<file path="config.mk">
export PLATFORM = sky130hd
export DESIGN_NAME = mem_access_unit_flat
export DESIGN_NICKNAME = d
export VERILOG_FILES = /design/src/rtl/mem_access_unit_if.sv /design/src/rtl/mem_access_unit.sv /design/src/flat_wrapper.sv
export SDC_FILE = /design/constraint.sdc
export NUM_CORES = 1
export LEC_CHECK = 0
export ABC_AREA = 1
export BUFFER_PORTS_ARGS = -buffer_cell sky130_fd_sc_hd__buf_4
export CORE_MARGIN = 4
export CORE_UTILIZATION = 48
export CTS_CLUSTER_SIZE = 30
export DETAILED_ROUTE_END_ITERATION = 10
export PLACE_DENSITY = 0.89
export SYNTH_ARGS = -nofsm -noshare
export SYNTH_HDL_FRONTEND = slang
export SYNTH_SLANG_ARGS = --single-unit
</file>
<file path="constraint.sdc">
create_clock -name clk -period 2.69 [get_ports clk]
set_clock_uncertainty 0.2 [all_clocks]
set_input_delay 0.1345 -clock clk [delete_from_list [all_inputs] [get_ports clk]]
set_output_delay 0.1345 -clock clk [all_outputs]
set_load 0.05 [all_outputs]
</file>
<file path="src/rtl/mem_access_unit_if.sv">
// mem_access_unit_if: request/response handshake and block-RAM data-port bundle for mem_access_unit.
// The master modport is the load/store unit's view; the slave modport is the execute stage and RAM side.
interface mem_access_unit_if #(
   parameter int ADDR_WIDTH = 31,
   parameter int DATA_WIDTH = 31
);
   logic                i_req_valid;
   logic                o_req_ready;
   logic                i_req_we;
   logic [2:0]          i_funct3;
   logic [31:0]         i_addr;
   logic [31:0]         i_wdata;
   logic                o_rsp_valid;
   logic                o_rsp_err;
   logic [31:0]         o_rdata;
   logic                o_read_req;
   logic [ADDR_WIDTH:0] o_read_addr;
   logic [DATA_WIDTH:0] i_read_data;
   logic                o_write_enable;
   logic [3:0]          o_byte_enable;
   logic [ADDR_WIDTH:0] o_write_addr;
   logic [DATA_WIDTH:0] o_write_data;

   modport master (
      input  i_req_valid, i_req_we, i_funct3, i_addr, i_wdata, i_read_data,
      output o_req_ready, o_rsp_valid, o_rsp_err, o_rdata,
      output o_read_req, o_read_addr, o_write_enable, o_byte_enable, o_write_addr, o_write_data
   );

   modport slave (
      output i_req_valid, i_req_we, i_funct3, i_addr, i_wdata, i_read_data,
      input  o_req_ready, o_rsp_valid, o_rsp_err, o_rdata,
      input  o_read_req, o_read_addr, o_write_enable, o_byte_enable, o_write_addr, o_write_data
   );
endinterface

</file>
<file path="src/rtl/mem_access_unit.sv">
// mem_access_unit: RV32I load/store initiator driving a block RAM with a one-cycle registered read.
// Build macro LSU_MISALIGN_TRAP_EN: when defined, misaligned halfword/word accesses are reported as
// errors; when undefined, the byte offset is truncated to natural alignment and the access proceeds.
module mem_access_unit #(
   parameter int ADDR_WIDTH = 31,
   parameter int DATA_WIDTH = 31
) (
   input  logic clk,
   input  logic rst,
   input  logic clk_en,
   mem_access_unit_if.master bus
);

   typedef enum logic [1:0] {
      IDLE  = 2'd0,
      ISSUE = 2'd1,
      WAIT  = 2'd2,
      RESP  = 2'd3
   } state_t;

   state_t state;
   state_t state_next;

   logic [ADDR_WIDTH:0] addr_q;
   logic [1:0]          off_q;
   logic [2:0]          funct3_q;
   logic                we_q;
   logic                err_q;
   logic [3:0]          be_q;
   logic [DATA_WIDTH:0] wdata_q;
   logic [DATA_WIDTH:0] rdata_q;

   logic [33:0]         addr_ext;
   logic [1:0]          off_raw;
   logic [1:0]          off_eff;
   logic                illegal;
   logic                misaligned;
   logic                req_err;
   logic [3:0]          be_next;
   logic [DATA_WIDTH:0] wdata_next;
   logic                accept;
   logic [DATA_WIDTH:0] shifted;
   logic [DATA_WIDTH:0] load_val;

   // Zero-extend the byte address so the word-address slice stays in range for any ADDR_WIDTH <= 31.
   assign addr_ext = {2'b00, bus.i_addr};
   assign off_raw  = addr_ext[1:0];

   // Classify the incoming request: illegal funct3, misalignment, and the offset actually used.
   always_comb begin
      illegal    = 1'b0;
      misaligned = 1'b0;
      off_eff    = off_raw;
      if (bus.i_req_we) begin
         illegal = (bus.i_funct3 > 3'd2);
      end else begin
         illegal = (bus.i_funct3 == 3'd3) || (bus.i_funct3 == 3'd6) || (bus.i_funct3 == 3'd7);
      end
`ifdef LSU_MISALIGN_TRAP_EN
      case (bus.i_funct3[1:0])
         2'd1:    misaligned = off_raw[0];
         2'd2:    misaligned = (off_raw != 2'd0);
         default: misaligned = 1'b0;
      endcase
`else
      case (bus.i_funct3[1:0])
         2'd1:    off_eff = {off_raw[1], 1'b0};
         2'd2:    off_eff = 2'd0;
         default: off_eff = off_raw;
      endcase
`endif
      req_err = illegal | misaligned;
   end

   // Steer store data onto the byte lanes: narrow stores are replicated so any lane sees the value.
   always_comb begin
      be_next    = 4'b1111;
      wdata_next = bus.i_wdata;
      case (bus.i_funct3[1:0])
         2'd0: begin
            be_next    = 4'b0001 << off_eff;
            wdata_next = {4{bus.i_wdata[7:0]}};
         end
         2'd1: begin
            be_next    = 4'b0011 << off_eff;
            wdata_next = {2{bus.i_wdata[15:0]}};
         end
         default: begin
            be_next    = 4'b1111;
            wdata_next = bus.i_wdata;
         end
      endcase
   end

   // Align the returned RAM word to the addressed byte and extend it according to the load type.
   always_comb begin
      shifted = bus.i_read_data >> {off_q, 3'b000};
      case (funct3_q)
         3'd0:    load_val = {{24{shifted[7]}}, shifted[7:0]};
         3'd1:    load_val = {{16{shifted[15]}}, shifted[15:0]};
         3'd4:    load_val = {24'd0, shifted[7:0]};
         3'd5:    load_val = {16'd0, shifted[15:0]};
         default: load_val = shifted;
      endcase
   end

   // Next-state logic; every transition waits for clk_en so a stalled pipeline freezes the unit.
   always_comb begin
      state_next = state;
      accept     = 1'b0;
      case (state)
         IDLE: begin
            if (clk_en && bus.i_req_valid) begin
               accept     = 1'b1;
               state_next = req_err ? RESP : ISSUE;
            end
         end
         ISSUE: begin
            if (clk_en) state_next = we_q ? RESP : WAIT;
         end
         WAIT: begin
            if (clk_en) state_next = RESP;
         end
         RESP: begin
            if (clk_en) state_next = IDLE;
         end
         default: state_next = IDLE;
      endcase
   end

   // Decode handshake and RAM strobes from the state so a reset drops them without waiting for an edge.
   always_comb begin
      bus.o_req_ready    = (state == IDLE);
      bus.o_rsp_valid    = (state == RESP);
      bus.o_rsp_err      = (state == RESP) && err_q;
      bus.o_read_req     = (state == ISSUE) && !we_q;
      bus.o_write_enable = (state == ISSUE) && we_q;
      bus.o_read_addr    = addr_q;
      bus.o_write_addr   = addr_q;
      bus.o_byte_enable  = be_q;
      bus.o_write_data   = wdata_q;
      bus.o_rdata        = rdata_q;
   end

   // State register.
   always_ff @(posedge clk or negedge rst) begin
      if (!rst) begin
         state <= IDLE;
      end else begin
         state <= state_next;
      end
   end

   // Capture the accepted request, hold the RAM-facing buses, and register the load result.
   always_ff @(posedge clk or negedge rst) begin
      if (!rst) begin
         addr_q   <= '0;
         off_q    <= 2'd0;
         funct3_q <= 3'd0;
         we_q     <= 1'b0;
         err_q    <= 1'b0;
         be_q     <= 4'd0;
         wdata_q  <= '0;
         rdata_q  <= '0;
      end else if (clk_en) begin
         if (accept) begin
            off_q    <= off_eff;
            funct3_q <= bus.i_funct3;
            we_q     <= bus.i_req_we;
            err_q    <= req_err;
            if (req_err) begin
               rdata_q <= '0;
            end else begin
               addr_q <= addr_ext[ADDR_WIDTH+2:2];
               if (bus.i_req_we) begin
                  be_q    <= be_next;
                  wdata_q <= wdata_next;
               end
            end
         end
         if (state == ISSUE && we_q) begin
            rdata_q <= '0;
         end
         if (state == WAIT) begin
            rdata_q <= load_val;
         end
      end
   end

endmodule

</file>
<file path="src/flat_wrapper.sv">
// flat-port wrapper written by rule: the top's interface ports become plain ports
module mem_access_unit_flat 
#(
   parameter int ADDR_WIDTH = 31,
   parameter int DATA_WIDTH = 31
)
  (clk, rst, clk_en, bus_i_req_valid, bus_i_req_we, bus_i_funct3, bus_i_addr, bus_i_wdata, bus_i_read_data, bus_o_req_ready, bus_o_rsp_valid, bus_o_rsp_err, bus_o_rdata, bus_o_read_req, bus_o_read_addr, bus_o_write_enable, bus_o_byte_enable, bus_o_write_addr, bus_o_write_data);
  mem_access_unit_if #(.ADDR_WIDTH(ADDR_WIDTH), .DATA_WIDTH(DATA_WIDTH)) bus_i ();
  input  logic clk;
  input  logic rst;
  input  logic clk_en;
  input wire logic [$bits(bus_i.i_req_valid)-1:0] bus_i_req_valid;
  input wire logic [$bits(bus_i.i_req_we)-1:0] bus_i_req_we;
  input wire logic [$bits(bus_i.i_funct3)-1:0] bus_i_funct3;
  input wire logic [$bits(bus_i.i_addr)-1:0] bus_i_addr;
  input wire logic [$bits(bus_i.i_wdata)-1:0] bus_i_wdata;
  input wire logic [$bits(bus_i.i_read_data)-1:0] bus_i_read_data;
  output wire logic [$bits(bus_i.o_req_ready)-1:0] bus_o_req_ready;
  output wire logic [$bits(bus_i.o_rsp_valid)-1:0] bus_o_rsp_valid;
  output wire logic [$bits(bus_i.o_rsp_err)-1:0] bus_o_rsp_err;
  output wire logic [$bits(bus_i.o_rdata)-1:0] bus_o_rdata;
  output wire logic [$bits(bus_i.o_read_req)-1:0] bus_o_read_req;
  output wire logic [$bits(bus_i.o_read_addr)-1:0] bus_o_read_addr;
  output wire logic [$bits(bus_i.o_write_enable)-1:0] bus_o_write_enable;
  output wire logic [$bits(bus_i.o_byte_enable)-1:0] bus_o_byte_enable;
  output wire logic [$bits(bus_i.o_write_addr)-1:0] bus_o_write_addr;
  output wire logic [$bits(bus_i.o_write_data)-1:0] bus_o_write_data;
  assign bus_i.i_req_valid = bus_i_req_valid;
  assign bus_i.i_req_we = bus_i_req_we;
  assign bus_i.i_funct3 = bus_i_funct3;
  assign bus_i.i_addr = bus_i_addr;
  assign bus_i.i_wdata = bus_i_wdata;
  assign bus_i.i_read_data = bus_i_read_data;
  assign bus_o_req_ready = bus_i.o_req_ready;
  assign bus_o_rsp_valid = bus_i.o_rsp_valid;
  assign bus_o_rsp_err = bus_i.o_rsp_err;
  assign bus_o_rdata = bus_i.o_rdata;
  assign bus_o_read_req = bus_i.o_read_req;
  assign bus_o_read_addr = bus_i.o_read_addr;
  assign bus_o_write_enable = bus_i.o_write_enable;
  assign bus_o_byte_enable = bus_i.o_byte_enable;
  assign bus_o_write_addr = bus_i.o_write_addr;
  assign bus_o_write_data = bus_i.o_write_data;
  mem_access_unit #(.ADDR_WIDTH(ADDR_WIDTH), .DATA_WIDTH(DATA_WIDTH)) u_core (.clk(clk), .rst(rst), .clk_en(clk_en), .bus(bus_i));
endmodule
</file>
==> results of run 1 <==
==> logic make-up (layout without fill, tap and decap cells) <==
kind of cell | Yosys count | in the layout | synth area share [%]
compound gates | 119 | 119 | 10.8
flops | 107 | 107 | 47.1
simple gates | 409 | 409 | 29.1
fa+ha+maj | 8 | 8 | 1.76
buf+inv | 120 | 395 | 11.2
other cells | 1 | 4 | 0.0660
==> how the worst max path moves through the flow <==
stage                     slack [ns]                     endpoint
after CTS                       0.07  u_core.bus.o_write_data[20]
final                           0.15  u_core.bus.o_write_data[16]
after floorplan                 0.38  u_core.bus.o_write_data[15]
after detailed placement        0.39       u_core.bus.o_rdata[23]
after global placement          0.48       u_core.bus.o_rdata[20]
after global routing           -0.02  u_core.bus.o_write_data[16]
==> metal layers <==
layer / up-vias / track usage [%]
li1: 2905 / -
met1: 2805 / 30.9
met2: 347 / 45.4
met3: 72 / 5.76
met4: 0 / 13.5
met5: - / 0
==> flip-flops by register name, indices dropped and copies added, names as in the netlist, 2 cells and up <==
| register | count |
|---|---|
| u_core.state | 2 |
| u_core.bus.o_read_addr | 30 |
| u_core.off_q | 2 |
| u_core.bus.o_write_data | 32 |
| u_core.funct3_q | 3 |
| u_core.bus.o_byte_enable | 4 |
| u_core.bus.o_rdata | 32 |
==> power groups by stage <==
stage               registers (mW)  clock network [mW]  logic, mW
floorplan                     4.73                   0       2.98
global placement              2.81                   0       6.50
detailed placement            2.81                   0       6.61
CTS                           2.80                1.34       6.82
global route                  2.89                1.40       7.35
finish                        2.82                1.33       6.90
==> final cells by class <==
type                            count  area [um2]
Multi-Input combinational cell    540        2400
Tap cell                          143         179
Clock inverter                      2        37.5
Timing Repair Buffer              332        2730
Fill cell                         869        3060
Clock buffer                       11         253
Sequential cell                   107        2680
Inverter                           50         189
==> placed cells by master (no fill, tap or decap), types with 9 or more instances in the layout <==
master | netlist | final
nand2_1 | 338 | 338
buf_4 | 36 | 243
dfrtp_1 | 107 | 107
dlygate4sd3_1 | 0 | 87
o21ai_0 | 60 | 60
inv_1 | 41 | 40
a21oi_1 | 36 | 36
nand3_1 | 35 | 35
nor2_1 | 25 | 25
o21ai_1 | 13 | 13
clkbuf_16 | 0 | 9
==> per-stage QoR <==
step / setup WS, ns / instances / total power [mW]
after floorplan: 0.382 / 767 / 7.72
after global placement: 0.480 / 1085 / 9.31
after detailed placement: 0.390 / 1085 / 9.42
after CTS: 0.0686 / 1185 / 11.0
after global routing: -0.0239 / 1185 / 11.6
final: 0.152 / 1185 / 11.1
==> repair_timing <==
item,4_1_cts,5_1_grt
gates resized for setup,0,6
hold buffers,87,0
endpoints found under the hold margin,129,0
setup endpoints to repair,0,8
==> worst max-delay path: stages, from the launching register on <==
cell           delay [ns]
dfrtp_1              0.41
inv_1                0.15
ha_4                 0.19
inv_2                0.06
nor2_8               0.18
inv_2                0.09
nor2_2               0.15
buf_6                0.21
nor2_1               0.06
a31oi_1              0.19
dlygate4sd3_1        0.58
==> results.md, run 1 <==
- The flow ran to the end, but the final reports show violations.
- The checks that failed: hold timing.
- The worst reg2reg path endpoint is u_core.bus.o_write_data[16].
- The setup violation total in the final timing report is 0.
- The worst-case hold path end point is u_core.bus.o_rdata[2].
- Static timing analysis puts the maximum clock frequency at 394 MHz.
- Sequential cells burn 25.5% of the power.
- Counting the buffers created by CTS gives 9.
- The tree is rooted in a clkbuf_16.
- The cell area after technology mapping is 5690 um2.
- The number of distinct library cell variants in the gate-level netlist after synthesis is 27.
- The number of pins exceeding their max-slew limit in the final report is 0.
- The total area inside the core boundary comes to 11,500 um2.
- After detailed routing, the met3 layer carries 1.46 mm of wire.
- The sequential share of the synthesized area is 47.1%.
- The count of warnings emitted by yosys is 0.
- The fraction of power consumed by the clock network is 12.0%.
- The main flop type after synthesis is dfrtp_1.
- The logic gate share of total power is 62.5%.
- The first global-routing pass estimated 28.3 mm of wire.
- The design internal power is 5.06 mW.
- The detailed router finished its first iteration with 503 violations.
- The reg-to-reg critical path startpoint is u_core.state[1].
- The worst setup path is of the flop to flop kind.
- The number of antenna violations at the first check in global routing is 0.
- The clock tree from TritonCTS is yes.
- The shortest clock period the worst path allows after layout is 2.54 ns.
- STA classifies the critical path endpoint as a flop.
- Once detail routing completed, the nets flagged for antenna violations numbered 0.
- The clock transition time at the flip-flop clock pins of the worst setup and hold paths is 0.07 ns.
- STA classifies the critical path startpoint as a flop.
- The worst hold margin is -0.00525 ns.
- Summed over all cells, the static leakage comes to between 4 and 5 nW.
- In this run the core area contains 39 standard-cell rows.
- The number of design rule violations left after detail routing is 0.
- The total power density per cell area is ~1300 nW/um2.
- The type of the worst min-delay path is input port to flop.
- The endpoint required time on the critical path is 2.77 ns.
- The worst hold path was traced through 5 stages.
- The die covers about 14,000 um2.
- The depth of the CTS H-tree is 3.
- The analysis attributes to net switching a power of 6.00 mW.
- The finished cells cover 8460 um2.
- In the global route stage, overall resource usage came out at 26.3%.
- nand2_1 is the most common cell in the netlist.
- The count of boundary I/O pins is 241.
- The utilization after layout is 73.5%.
- Counting instances in the post-synthesis netlist gives the leading cell types as 338 x nand2_1, 107 x dfrtp_1, 60 x o21ai_0.
- Counting cells, the worst reg-to-reg path comes to 10.
- The synthesized design spends more area on one cell type than any other, namely dfrtp_1.
- After global routing the overflow that remains totals 0.
- The placed instances occupy a cell area of between 7000 and 8000 um2.
- For the pin with the worst max-slew slack, the measured transition is 0.699 ns.
- The routed layout has between 6,000 and 7,000 vias.
- In this run the tightest slew margin relative to its limit is a little over half.
- The number of global-route vias before repair came to 5,973.
- The post-route netlist has 27.0% of its cells at a drive strength greater than 1.
- The routed via count divided by cell count is 5.17.
- The longest clock path from root to sink contains 2 buffers.
- Sorting the synthesized cells by area gives the leading types as dfrtp_1 47%, nand2_1 22%, o21ai_0 5.3%.
- Counting flops with a built-in enable in the synthesized netlist gives 0.
- Max-cap violations in this run came to 0.
- STA puts the critical path data arrival time at 2.62 ns.
- For this configuration, the core starts out at a cell density of 49.4%.
- The number of antenna diodes in the final layout is 0.
- The chip height is ~120 um.
- Compared with the post-synthesis result, the final layout area differs by 48.8%.
- The final layout net count is 1,152.
- The congestion estimate from routability-driven global placement came to 0.867.
- The startpoint of the most critical setup path is u_core.state[1].
- The detailed router used layers up to and including met4.
- For this run, the detailed router's first-pass iteration total came to 7.
- After technology mapping, the gate count stands at 764.
- The mean routed wirelength per cell is 15.5 um.
- During placement, the flow inserted port buffers numbering 236.
- The die outline width is 117 um.
- In this run the biggest area consumer among cell types represents 47.1% of the synthesized area.
- The number of failing hold endpoints at the final stage was 1.
- The routed metal-1 wirelength is 6.89 mm.
- The average cell area after synthesis is 7.44 um2.
- The final sum of negative setup slack is 0 ns.
- In the synthesized netlist the async set-or-reset flop fraction comes to 100%.
- Summed over all layers, the routed wires come to 18.4 mm.
- The number of buffers added for setup after CTS is 0.
- The switching share of total power is 54.2%.
- The startpoint of the lowest-slack hold path is bus_i_read_data[2].
- Across all register-to-register paths, the minimum setup slack is 0.15 ns.
- The clock net sink count is about 110.
- The flip-flop and latch count after synthesis is 107.
- The post-route clock period utilization is between 90% and 100%.
- The met2 wire length is approximately 9.3 mm.
- The maximum vdd drop is around 0.00095 V.
- The highest fanout seen on the critical path is 20.
- The wire-length estimate of the detail-placed layout is about 12 mm.
- Entering global routing, the biggest net connects 56 pins.
- For the worst-skew pair, the clock arrives at the later sink with an insertion delay of 0.35 ns.
Note: power is estimated with default switching activity, not from simulation.
==> run 2: changes to the inputs <==
--- a/config.mk
+++ b/config.mk
@@ -5,10 +5,10 @@
 export SDC_FILE = /design/constraint.sdc
 export NUM_CORES = 1
 export LEC_CHECK = 0
-export ABC_AREA = 1
+export ABC_AREA = 0
 export BUFFER_PORTS_ARGS = -buffer_cell sky130_fd_sc_hd__buf_4
 export CORE_MARGIN = 4
-export CORE_UTILIZATION = 48
+export CORE_UTILIZATION = 47
 export CTS_CLUSTER_SIZE = 30
 export DETAILED_ROUTE_END_ITERATION = 10
 export PLACE_DENSITY = 0.89
==> run 2 against run 1 <==
Effect of this change: the run now ends clean; sequential share of layout area is 1.6 points higher; hold slack better by 0.059 ns; non-clock buffer count is 4 higher; worst setup slack better by 0.078 ns; area after synthesis is 7.5% lower; sequential cell count stayed put; cell area is 4.8% lower; critical path type unchanged; critical endpoint is now u_core.bus.o_write_data[0]; largest power group unchanged; highest routed layer unchanged.
==> results.md, run 2 <==
- In this run the tool buffered the top-level ports with about 240 buffer cells.
- The violation count after the first detailed-route iteration is between 300 and 400.
- Setup repair after global routing left no endpoint under its margin.
- The number of gates resized after CTS was 0.
- The signal on the critical path passes through inv_1 -> ha_2 -> nand3_1 -> nor4b_2 -> buf_12 -> mux2_2.
- The worst setup path is captured at a flop.
- The post-layout instance area is 8050 um2.
- In this run the number of cells on the critical path is 6.
- The number of antenna repair diodes is 0.
- For this run, the number of Yosys warnings is 0.
- In the layout the commonest cells are 246 x buf_4, 107 x dfrtp_1, 86 x dlygate4sd3_1.
- The design internal power is 5.09 mW.
- Once the clock tree was built, the setup fixing pass inserted 0 buffers.
- At the later pin of the worst-skew pair, clock insertion delay measures 0.36 ns.
- The detailed-routing iteration count for the pre-antenna-repair pass is 5.
- In the post-synthesis netlist, the biggest area contributors are dfrtp_1 51%, mux2_2 9.0%, buf_4 4.9%.
- The number of failing hold endpoints at the final stage is 0.
- The endpoint of the most critical setup path is u_core.bus.o_write_data[0].
- The pin slew with the least headroom to its limit is 0.643 ns.
- The cell family contributing the most delay on the critical path is simple AND/OR/NAND/NOR gates.
- The multiplexer share of the synthesized area is about an eighth.
- Dividing total power by cell area gives a power density of between 1000 and 1500 nW/um2.
- The average cell area after synthesis is 10.9 um2.
- The count of boundary I/O pins is 241.
- The flow ran to the end, and the final reports show no timing, DRC or antenna violations.
- The final layout net count is 878.
- The final sum of negative setup slack is 0 ns.
- The combined buffer and inverter count along the critical path is 2.
- The number of global-route vias before repair is 5,378.
- Synthesis instantiated 41 different standard cells from the library.
- The die outline width is around 110 um.
- Dividing the final minimum period by the clock period gives 91.5%.
- STA classifies the critical path startpoint as a flop.
- The shortest clock period the worst path allows after layout is roughly 2.5 ns.
- Summed over all nets, the switching power comes to 5.88 mW.
- The most common cell in the synthesized netlist is dfrtp_1.
- The fraction of post-synthesis cell area in the top cell type by area is 50.9%.
- The startpoint of the most critical setup path is u_core.state[0].
- The cell sitting at the root of the clock tree is a clkbuf_8.
- The share of total power dissipated in the clock network is 9.6%.
- The routed via count divided by cell count is 5.61.
- After Yosys synthesis, XOR and XNOR cells account for 0% of the synthesized area.
- The number of antenna violations at the first check in global routing is 0.
- The cell row count is 38.
- The depth of the CTS H-tree is 3.
- The count of antenna-violating nets left after detailed routing is 0.
- Of all nets on the critical path, the largest fanout is 64.
- The number of pins exceeding their max-slew limit in the final report came to 0.
- The flip-flop and latch count after synthesis is 107.
- The largest family of logic cells by synthesized area is compound AO/OA/AOI/OAI gates.
- Global routing used 27.1% of the available tracks across all layers.
- Among all stages on the critical path, the largest delay is contributed by dfrtp_1.
- The overflow left after global routing is 0.
- The power share of the sequential group is 26.6%.
- The pin count of the biggest net entering global routing is 66.
- Summing the areas of all and, or, nand and nor instances in the mapped netlist gives 8.73% of the synthesized area.
- Sorting the synthesized cells by how often they occur yields 107 x dfrtp_1, 42 x mux2_2, 41 x a21oi_1, 41 x nor2_1, 34 x buf_4.
- The worst register-to-register path has a setup slack of 0.23 ns.
- For this run, the slowest stage of the critical path takes ~0.45 ns.
- Among all flip-flop cells after synthesis, the most frequent one is dfrtp_1.
- The worst reg2reg path endpoint is u_core.bus.o_write_data[0].
- The worst register-to-register path begins at u_core.state[0].
- Once the floorplan was initialized, standard cells occupied 48.3% of the core.
- The buffer levels on the longest clock path is 2.
- The area growth from synthesis to layout is 53.2%.
- Counting flops with an async set or reset pin after synthesis yields a share of 100%.
- In the routed design, unresolved DRC markers number 0.
- The share of the synthesized area in compound gates (AO/OA/AOI/OAI) is 17.2%.
- The number of enable flip-flop cells after synthesis is 0.
- STA puts the critical path data arrival time at 2.51 ns.
- In this run the cell area measured after placement is 6980 um2.
- The cell area after technology mapping is 5260 um2.
- The most common cell after layout, fill and taps aside is buf_4.
- The global placement routability congestion is 0.937.
- The number of cell instances on the worst register-to-register path is 6.
- The critical setup path kind is flop to flop.
- Cells with a size suffix above 1 make up 41.1% of the layout.
- The maximum vdd drop is 0.00105 V.
- Summing the areas of all fa, ha and maj instances in the mapped netlist gives 1.90% of the synthesized area.
- The analysis attributes to cell leakage a power of just under 4 nW.
- Max-cap violations in this run came to 0.
- The largest area contributor in the synthesized netlist is dfrtp_1.
- The worst hold path belongs to the class input port to flop.
- Net switching is 53.6% of the power.
- The tree built by TritonCTS fans out to 107 sinks.
- The clock tree from TritonCTS is yes.
- The half-perimeter wire length of the detailed placement result is 11.4 mm.
- The final layout contains routed wiring with a total length of ~18 mm.
- The first-pass GRT wire length is 27.9 mm.
- Based on the critical path, the design can be clocked at up to between 400 and 500 MHz.
- The count of mapped cells out of synthesis is roughly 480.
- The endpoint required time on the critical path is 2.74 ns.
- The logic gate share of total power is around 64%.
- After clock tree synthesis, the clock-pin slew on the worst setup and hold paths is 0.09 ns.
- The routed layout has 5,115 vias.
- The die area is approximately 13,000 um2.
- The number of hold-repair buffers added at the cts stage is 86.
- Buffers inserted during clock tree synthesis total 9.
- The setup violation total in the final timing report is 0.
- For this run, the register share of the synthesized area comes to 50.9%.
- The chip height is 114 um.
- The mean routed wirelength per cell is 19.6 um.
- The total area inside the core boundary comes to 10,900 um2.
- Measured against its own limit, the worst slew margin works out to 56.9%.
## run 2: cell types whose count changed in the layout (fill, tap and decap cells not counted), sizes merged, moves of 16 or more
cell	before	now
nand2	341	26
o21ai	74	16
nand3	38	1
mux2	0	43
inv	48	8
a22oi	0	16
mux2i	0	19
## run 2: worst min-delay path, stage by stage
cell and delay, ns:
buf_4 0.09, a211oi_1 0.06, a21oi_1 0.13, a32o_1 0.17
## run 2: logic make-up (layout without fill, tap and decap cells)
logic type                 count (synthesis)  in the layout
buffers and inverters                     75            360
DFF                                      107            107
muxes                                     62             62
AOI/OAI and AO/OA                        131            131
adders and majority gates                  8              8
and+or+nand+nor                           99             99
other                                      1              4
## run 2: worst min path at each step
stage                             endpoint  slack, ns           startpoint  cells after the start
2_1_floorplan  u_core.bus.o_byte_enable[0]      -0.36                  rst                      0
3_3_place_gp    u_core.bus.o_read_addr[25]      -0.05                  rst                      1
3_5_place_dp    u_core.bus.o_read_addr[23]      -0.03                  rst                      1
4_1_cts              u_core.bus.o_rdata[5]       0.05  bus_i_read_data[13]                      4
5_1_grt              u_core.bus.o_rdata[7]       0.10   bus_i_read_data[7]                      4
6_report             u_core.bus.o_rdata[5]       0.05  bus_i_read_data[13]                      4
## run 2: layout make-up
type	count	area, um2
repair buffers	336	2790
clock buffers	12	165
inverters	8	30.0
flip-flops and latches	107	2680
multi-input cells	304	2170
fillers	689	2830
clock inverters	4	47.5
well taps	140	175
## run 2: power groups by stage
stage	Clock [mW]	Combinational (mW)	Sequential (mW)
final	1.06	7.00	2.91
after global routing	1.14	7.29	2.99
after CTS	1.07	6.95	2.88
after detailed placement	0	6.85	2.90
after global placement	0	6.72	2.86
after floorplan	0	2.75	5.10
## run 2: per-layer routing
| layer | track usage, % | share of wire (%) |
|---|---|---|
| met4 | 9.82 | 3.0 |
| met1 | 33.1 | 36 |
| met2 | 46.9 | 50 |
| met3 | 6.58 | 11 |
| met5 | 0 | 0 |
## run 2: stage by stage
step                      worst slack, ns  instances  utilization, %  power (mW)  hold slack [ns]
after floorplan                     0.133        486               -        7.85           -0.361
after global placement              0.403        809            64.1        9.58          -0.0474
after detailed placement            0.293        809            64.1        9.75          -0.0330
after CTS                           0.264        911            74.0        10.9           0.0464
after global routing                0.113        911            74.0        11.4            0.101
final                               0.230        911            74.0        11.0           0.0538
